==> src/rtl/pe_ws_dbuf_pkg.sv <==
// Shared definitions for the weight-stationary MAC processing element:
// default widths, the extended-sum carrier type and saturation bounds.
package pe_pkg;

   localparam int unsigned DEFAULT_DATA_W = 8;
   localparam int unsigned DEFAULT_ACC_W  = 24;

   // Widest accumulator the bounds helper can describe (ACC_W+1 bits must fit).
   localparam int unsigned MAX_ACC_W = 63;

   // Carrier for the ACC_W+1 extended sum; users slice [ACC_W:0].
   typedef logic [MAX_ACC_W:0] acc_ext_t;

   typedef struct packed {
      acc_ext_t lo;
      acc_ext_t hi;
   } sat_bounds_t;

   // Clamp limits in two's complement, valid when sliced to ACC_W+1 bits.
   function automatic sat_bounds_t sat_bounds(input int unsigned acc_w, input logic signed_mode);
      sat_bounds_t b;
      acc_ext_t    one;
      one = acc_ext_t'(1);
      if (signed_mode) begin
         b.hi = (one << (acc_w - 1)) - one;
         b.lo = ~b.hi;
      end else begin
         b.hi = (one << acc_w) - one;
         b.lo = '0;
      end
      return b;
   endfunction

endpackage

==> src/rtl/pe_ws_dbuf_weight_buf.sv <==
// Double-buffered weight store: shadow register on the column shift
// chain, active register feeding the multiplier, and the swap skew stage.
module pe_weight_buf
   import pe_pkg::*;
#(
   parameter int unsigned DATA_W = DEFAULT_DATA_W
) (
   input  logic              clk,
   input  logic              reset_n,
   input  logic              w_shift_in,
   input  logic [DATA_W-1:0] w_in,
   input  logic              swap_in,
   output logic [DATA_W-1:0] active_w,
   output logic [DATA_W-1:0] w_out,
   output logic              swap_out
);

   logic [DATA_W-1:0] shadow_w;

   // Shift the shadow, copy the pre-edge shadow into active on swap, delay the swap pulse.
   always_ff @(posedge clk or negedge reset_n) begin
      if (!reset_n) begin
         shadow_w <= '0;
         active_w <= '0;
         swap_out <= 1'b0;
      end else begin
         if (w_shift_in) shadow_w <= w_in;
         if (swap_in)    active_w <= shadow_w;
         swap_out <= swap_in;
      end
   end

   assign w_out = shadow_w;

endmodule

==> src/rtl/pe_ws_dbuf.sv <==
// Weight-stationary MAC PE with double-buffered weights, signed/unsigned
// operands and optional saturating accumulation. One-cycle datapath.
module pe_ws_dbuf
   import pe_pkg::*;
#(
   parameter int unsigned DATA_W   = DEFAULT_DATA_W,
   parameter int unsigned ACC_W    = DEFAULT_ACC_W,
   parameter bit          SIGNED   = 1'b1,
   parameter bit          SATURATE = 1'b1
) (
   input  logic              clk,
   input  logic              reset_n,
   input  logic              valid_in,
   input  logic [DATA_W-1:0] a_in,
   input  logic [ACC_W-1:0]  acc_in,
   input  logic              w_shift_in,
   input  logic [DATA_W-1:0] w_in,
   input  logic              swap_in,
   input  logic              clear_flags,
   output logic              valid_out,
   output logic [DATA_W-1:0] a_out,
   output logic [ACC_W-1:0]  acc_out,
   output logic [DATA_W-1:0] w_out,
   output logic              swap_out,
   output logic              sat_flag
);

   if ((ACC_W < 2 * DATA_W) || (ACC_W > MAX_ACC_W)) begin : g_bad_width
      $error("pe_ws_dbuf: ACC_W must be >= 2*DATA_W and <= MAX_ACC_W");
   end

   localparam sat_bounds_t      BOUNDS = sat_bounds(ACC_W, SIGNED);
   localparam logic [ACC_W-1:0] SUM_HI = BOUNDS.hi[ACC_W-1:0];
   localparam logic [ACC_W-1:0] SUM_LO = BOUNDS.lo[ACC_W-1:0];
   localparam logic             SX     = SIGNED;
   localparam logic             SAT    = SATURATE;

   logic [DATA_W-1:0]   active_w;
   logic [2*DATA_W-1:0] a_ext;
   logic [2*DATA_W-1:0] w_ext;
   logic [2*DATA_W-1:0] prod;
   logic [ACC_W:0]      prod_ext;
   logic [ACC_W:0]      acc_ext;
   logic [ACC_W:0]      sum;
   logic                overflow;
   logic [ACC_W-1:0]    acc_next;

   pe_weight_buf #(
      .DATA_W (DATA_W)
   ) u_weight_buf (
      .clk        (clk),
      .reset_n    (reset_n),
      .w_shift_in (w_shift_in),
      .w_in       (w_in),
      .swap_in    (swap_in),
      .active_w   (active_w),
      .w_out      (w_out),
      .swap_out   (swap_out)
   );

   // Multiply at 2*DATA_W with pre-extended operands (low half is exact for
   // both modes), widen to ACC_W+1, add, then detect overflow and clamp/wrap.
   always_comb begin
      a_ext    = {{DATA_W{SX & a_in[DATA_W-1]}}, a_in};
      w_ext    = {{DATA_W{SX & active_w[DATA_W-1]}}, active_w};
      prod     = a_ext * w_ext;
      prod_ext = {{(ACC_W + 1 - 2 * DATA_W){SX & prod[2*DATA_W-1]}}, prod};
      acc_ext  = {SX & acc_in[ACC_W-1], acc_in};
      sum      = prod_ext + acc_ext;
      overflow = SX ? (sum[ACC_W] ^ sum[ACC_W-1]) : sum[ACC_W];
      acc_next = sum[ACC_W-1:0];
      // Unsigned sums can only overflow upward; signed direction is the true sign bit.
      if (SAT && overflow) acc_next = (SX && sum[ACC_W]) ? SUM_LO : SUM_HI;
   end

   // Pipeline registers and sticky flag; a set in the same cycle beats a clear.
   always_ff @(posedge clk or negedge reset_n) begin
      if (!reset_n) begin
         valid_out <= 1'b0;
         a_out     <= '0;
         acc_out   <= '0;
         sat_flag  <= 1'b0;
      end else begin
         valid_out <= valid_in;
         if (valid_in) begin
            a_out   <= a_in;
            acc_out <= acc_next;
         end
         if (valid_in && overflow) sat_flag <= 1'b1;
         else if (clear_flags)     sat_flag <= 1'b0;
      end
   end

endmodule

==> config.mk <==
export PLATFORM = sky130hd
export DESIGN_NAME = pe_ws_dbuf
export DESIGN_NICKNAME = d
export VERILOG_FILES = /design/src/rtl/pe_ws_dbuf_pkg.sv /design/src/rtl/pe_ws_dbuf_weight_buf.sv /design/src/rtl/pe_ws_dbuf.sv
export SDC_FILE = /design/constraint.sdc
export NUM_CORES = 1
export LEC_CHECK = 0
export CAP_MARGIN = 10
export CORE_ASPECT_RATIO = 1.4
export CORE_MARGIN = 5
export CORE_UTILIZATION = 42
export DETAILED_ROUTE_END_ITERATION = 12
export GPL_ROUTABILITY_DRIVEN = 0
export PLACE_DENSITY_LB_ADDON = 0.2
export SYNTH_ARGS = -nofsm -noshare
export SYNTH_HDL_FRONTEND = slang
export SYNTH_SLANG_ARGS = --single-unit
==> constraint.sdc <==
create_clock -name clk -period 15.2 [get_ports clk]
set_input_delay 4.56 -clock clk [delete_from_list [all_inputs] [get_ports clk]]
set_output_delay 4.56 -clock clk [all_outputs]
set_load 0.05 [all_outputs]
Yosys cells after proc, flatten, opt, wreduce, memory -nomap -nowiden. Cells that the tools add are included.

Logic and storage cells: 16. Bits of input ports: 46. Register bits after elaboration: 51.

Multiplexer cells: 4. Add/subtract/negate cells: 1. $mul: 1. Reduce and logical (&&, ||, !) cells: 2. Bitwise logic cells: 1.

Operator list (count): $mux W24 (2); $add A16 B24 Y25 (1); $mul A8 B8 Y16 (1); $mux W1 (2); $reduce_bool A2 Y1 (1); $logic_and A1 B1 Y1 (1); $xor A1 B1 Y1 (1).

Logic depth before layout (Yosys ltp).
Word-level depth: 5. Depth in mapped cells: 22.

Cells and area by module. From an unflattened synthesis, not the netlist that was laid out.

Cell total of the unflattened synthesis: 626. Area, all modules: 6917.9 um2.

By module, submodules not included: pe_ws_dbuf (area an instance 6229.7 um2, times used 1, cells an instance 591); pe_weight_buf (area an instance 688.2 um2, times used 1, cells an instance 35).

Least setup slack after synthesis. No wires, ideal clock.

Kind: input to register. Start point: in a_in[7]. End point: reg acc_out[10]. Setup time: 0.095 ns. Stages on the path: 20. Arrival time: 10.510 ns. Setup slack: 4.595 ns. Cell sequence: clkbuf_1 and2_1 inv_1 fa_1 inv_1 fa_1 fa_1 fa_1 fa_1 ha_1 and3_1 a221oi_2 o21ai_2 o311a_1 a211oi_2 xnor2_1 buf_2 buf_2 a31oi_1 o31ai_1.

Cells in the longest elaborated chain, start to end: 4. Elaborated cells between the ends (all ways): 5. Classes of those cells: add/sub (1); mul (1); mux (2); bitwise (1).

Ends and longest elaborated chain: start: declaration (RTL line pe_ws_dbuf.sv:14) `input logic [DATA_W-1:0] a_in,`; $mul A8 B8 Y16 (*) (RTL line pe_ws_dbuf.sv:66) `prod = a_ext * w_ext;`; $add A16 B24 Y25 (*) (RTL line pe_ws_dbuf.sv:69) `sum = prod_ext + acc_ext;`; $mux W24 or $xor A1 B1 Y1 (tied branches) (RTL line pe_ws_dbuf.sv:73, pe_ws_dbuf.sv:70); $mux W24 (*) (RTL line pe_ws_dbuf.sv:73) `if (SAT && overflow) acc_next = (SX && sum[ACC_W]) ? SUM_LO : SUM_HI;`; end signal: assignment (RTL line pe_ws_dbuf.sv:87) `acc_out <= acc_next;`; end: declaration (RTL line pe_ws_dbuf.sv:22) `output logic [ACC_W-1:0] acc_out,`.

Every way passes the cells marked *; elsewhere a longest branch is shown, timed or not. A chain may end at the register's enable or synchronous reset.

Final worst setup path.
Start point: in a_in[7]. End point: reg acc_out[20].

Same word-level chain as after synthesis.

==> flow_metrics.py <==
metrics = {
    "logic_synthesis": {
        "synth_area_per_cell_um2": 10.4,
        "ys_top_cells_by_area": "fa_1, dfrtp_1, ha_1, inv_1, mux2_2",
        "synth_top_flop_cell": "dfrtp_1",
        "ys_warn_count": 0,
        "synth_edf_count": 0,
        "synth_fp_nets": 834,
        "synth-async-reset-ratio": 1.00,
        "syn_area_mm2": 0.00649,
        "synth_sequential_area_ratio": 0.197,
        "synth_area_leader_cell": "fa_1",
        "synth_seq_cells": 51,
        "synthCells": 624,
        "synth_top_area_share": 0.333,
        "synth_cell_types": 51,
    },
    "routing": {
        "wire_per_inst_um": 15.9,
        "dr_total_vias": 4626,
        "first_pass_iters": 4,
        "drcViolationCount": 0,
        "wl_mm": 14.2,
        "drt_iter0_drc": 149,
        "via_per_inst": 5.17,
        "drtAntennaViolNets": 0,
    },
    "sta": {
        "setup_tns_ps": 0,
        "finalCritPeriodShare": 0.750,
        "setup_violations": 0,
        "rsz0062_at_grt": "no",
        "worst_pin_slew_ps": 987,
        "max_freq_mhz": 87.7,
        "hold_violations": 0,
        "period_minus_slack_ps": 11400,
        "maxSlewHeadroom": 0.325,
        "clock_skew_ps": 11.1,
        "slew_viol_final": 0,
    },
    "global_route": {
        "grt_usage": 0.168,
        "grt_overflow": 0,
        "grt_max_degree": 52,
        "antenna_found_initial": 0,
        "grt_pass1_wl_mm": 24.5,
        "first_global_vias": 5146,
    },
    "worst_setup_path": {
        "r2r_slack_ps": 8100,
        "endpoint_kind": "flop",
        "cp.required_ps": 15350,
        "path_class": "in2reg",
        "crit_fanout": 28,
        "arrival_ps": 11550,
        "critPathLaunchType": "input pin",
    },
    "clock_network": {
        "tritoncts": "built",
        "clock_latency_ps": 300,
        "clkTransAtPathRegs_ps": 70,
        "h-tree-depth": 2,
        "cts.sinks": 51,
        "clockRootBuffer": "clkbuf_16",
        "cts_hold_buffers": 0,
        "cts_resized": 0,
        "cts_setup_buffers": 0,
        "cts_inserted_buffers": 5,
        "clock_path_buffers": 2,
    },
    "die": {
        "rows": 53,
        "die_h_um": 157,
        "die_area_mm2": 0.0181,
        "start_util": 0.429,
        "ios": 89,
        "die_w_um": 115,
        "core-area_mm2": 0.0151,
    },
    "finish": {
        "diodes": 0,
        "nets": 911,
        "layout-drive-gt1-share": 0.0684,
        "area_growth_pct": 18.9,
    },
    "placed_design": {
        "dpl.hpwl_mm": 12.0,
        "port_buffers": 88,
    },
    "run": {
        "drv_cap": 0,
    },
    "status": {
        "status": "complete, no violations",
    },
    "hold_path": {
        "min_path_type": "reg2reg",
    },
}
==> stage by stage <==
stage	worst slack (ps)	instance area, µm²	std cells	utilization	hold slack (ps)
after global placement	3750	7550	886	0.499	474
after floorplan	4590	6490	624	-	576
final	3800	7720	894	0.511	484
after global routing	3230	7720	894	0.511	520
after detailed placement	3540	7550	886	0.499	479
after CTS	3840	7720	894	0.511	494
==> worst max-delay path, stage by stage <==
cell and delay, ps:
clkdlybuf4s50_1 630, and2_1 780, fa_1 580, fa_1 500
fa_1 560, fa_1 420, ha_1 290, ha_1 360
a21o_1 230, nand4_1 100, nand3_1 90, o22ai_1 330
a2111oi_0 210, or3_1 710, a21oi_1 790, buf_4 310
o31ai_1 100
==> final timing paths <==
path                                                 startpoint                                    to  cells past startpoint
max reg2reg                u_weight_buf.active_w[1]$_DFFE_PN0P_               acc_out[20]$_DFFE_PN0P_                     16
min in group asynchronous                               reset_n               acc_out[18]$_DFFE_PN0P_                      2
max                                                     a_in[7]               acc_out[20]$_DFFE_PN0P_                     17
min reg2reg                             acc_out[15]$_DFFE_PN0P_               acc_out[15]$_DFFE_PN0P_                      2
max in group asynchronous                               reset_n  u_weight_buf.active_w[5]$_DFFE_PN0P_                      2
min                                     acc_out[15]$_DFFE_PN0P_               acc_out[15]$_DFFE_PN0P_                      2
==> Yosys cell counts, drive strengths merged (11+ instances only) <==
| cell | number |
|---|---|
| fa | 108 |
| a21oi | 14 |
| inv | 109 |
| xnor2 | 14 |
| dfrtp | 51 |
| buf | 11 |
| a31oi | 19 |
| and2 | 32 |
| clkbuf | 12 |
| o31ai | 25 |
| nand2 | 53 |
| ha | 56 |
| mux2 | 25 |
==> placed cells by master, fill, tap and decap left out, types with 3 or more instances in the layout <==
cell type / instances
nand3_1: 7
inv_1: 108
xor2_1: 6
fa_1: 108
nand2_1: 53
a211oi_1: 3
clkdlybuf4s50_1: 87
a2111oi_0: 3
ha_1: 56
xnor2_1: 13
o21ai_0: 7
a21o_1: 8
mux2_2: 25
nor2b_1: 10
dfrtp_1: 51
clkbuf_16: 5
nor2_1: 10
a31oi_1: 19
nand4_1: 3
a21oi_1: 14
o21a_1: 3
o31ai_1: 25
and2_1: 32
nor3_1: 4
buf_4: 5
or3_1: 5
==> sequential cells by signal (all words and copies together), names as in the netlist <==
register	count
acc_out	24
valid_out	1
u_weight_buf.active_w	8
u_weight_buf.swap_out	1
u_weight_buf.w_out	8
a_out	8
sat_flag	1
==> kinds of logic after synthesis <==
family,after synthesis,share of synthesized area
fa+ha+maj,164,0.441
simple gates,131,0.100
flops,51,0.197
mux,25,0.0434
compound gates,101,0.112
buf+inv,132,0.0794
xor+xnor,20,0.0270
==> per-layer routing <==
layer	vias up	GRT usage	part of all wire
met5	-	0	0
li1	2191	-	-
met1	2351	0.197	0.37
met2	71	0.322	0.59
met4	0	0.0475	0.016
met3	13	0.0135	0.025
==> final cells by class <==
cell class,instances,area (µm²)
clock buffers,6,139
clock inverters,2,35.0
fillers,1393,7400
inverters,109,409
multi-input cells,441,4710
flip-flops and latches,51,1280
well taps,192,240
repair buffers,93,913
Power is left out: the tool's default activity adds up to more than one toggle a clock period on the data nets, which glitch-free logic cannot reach.
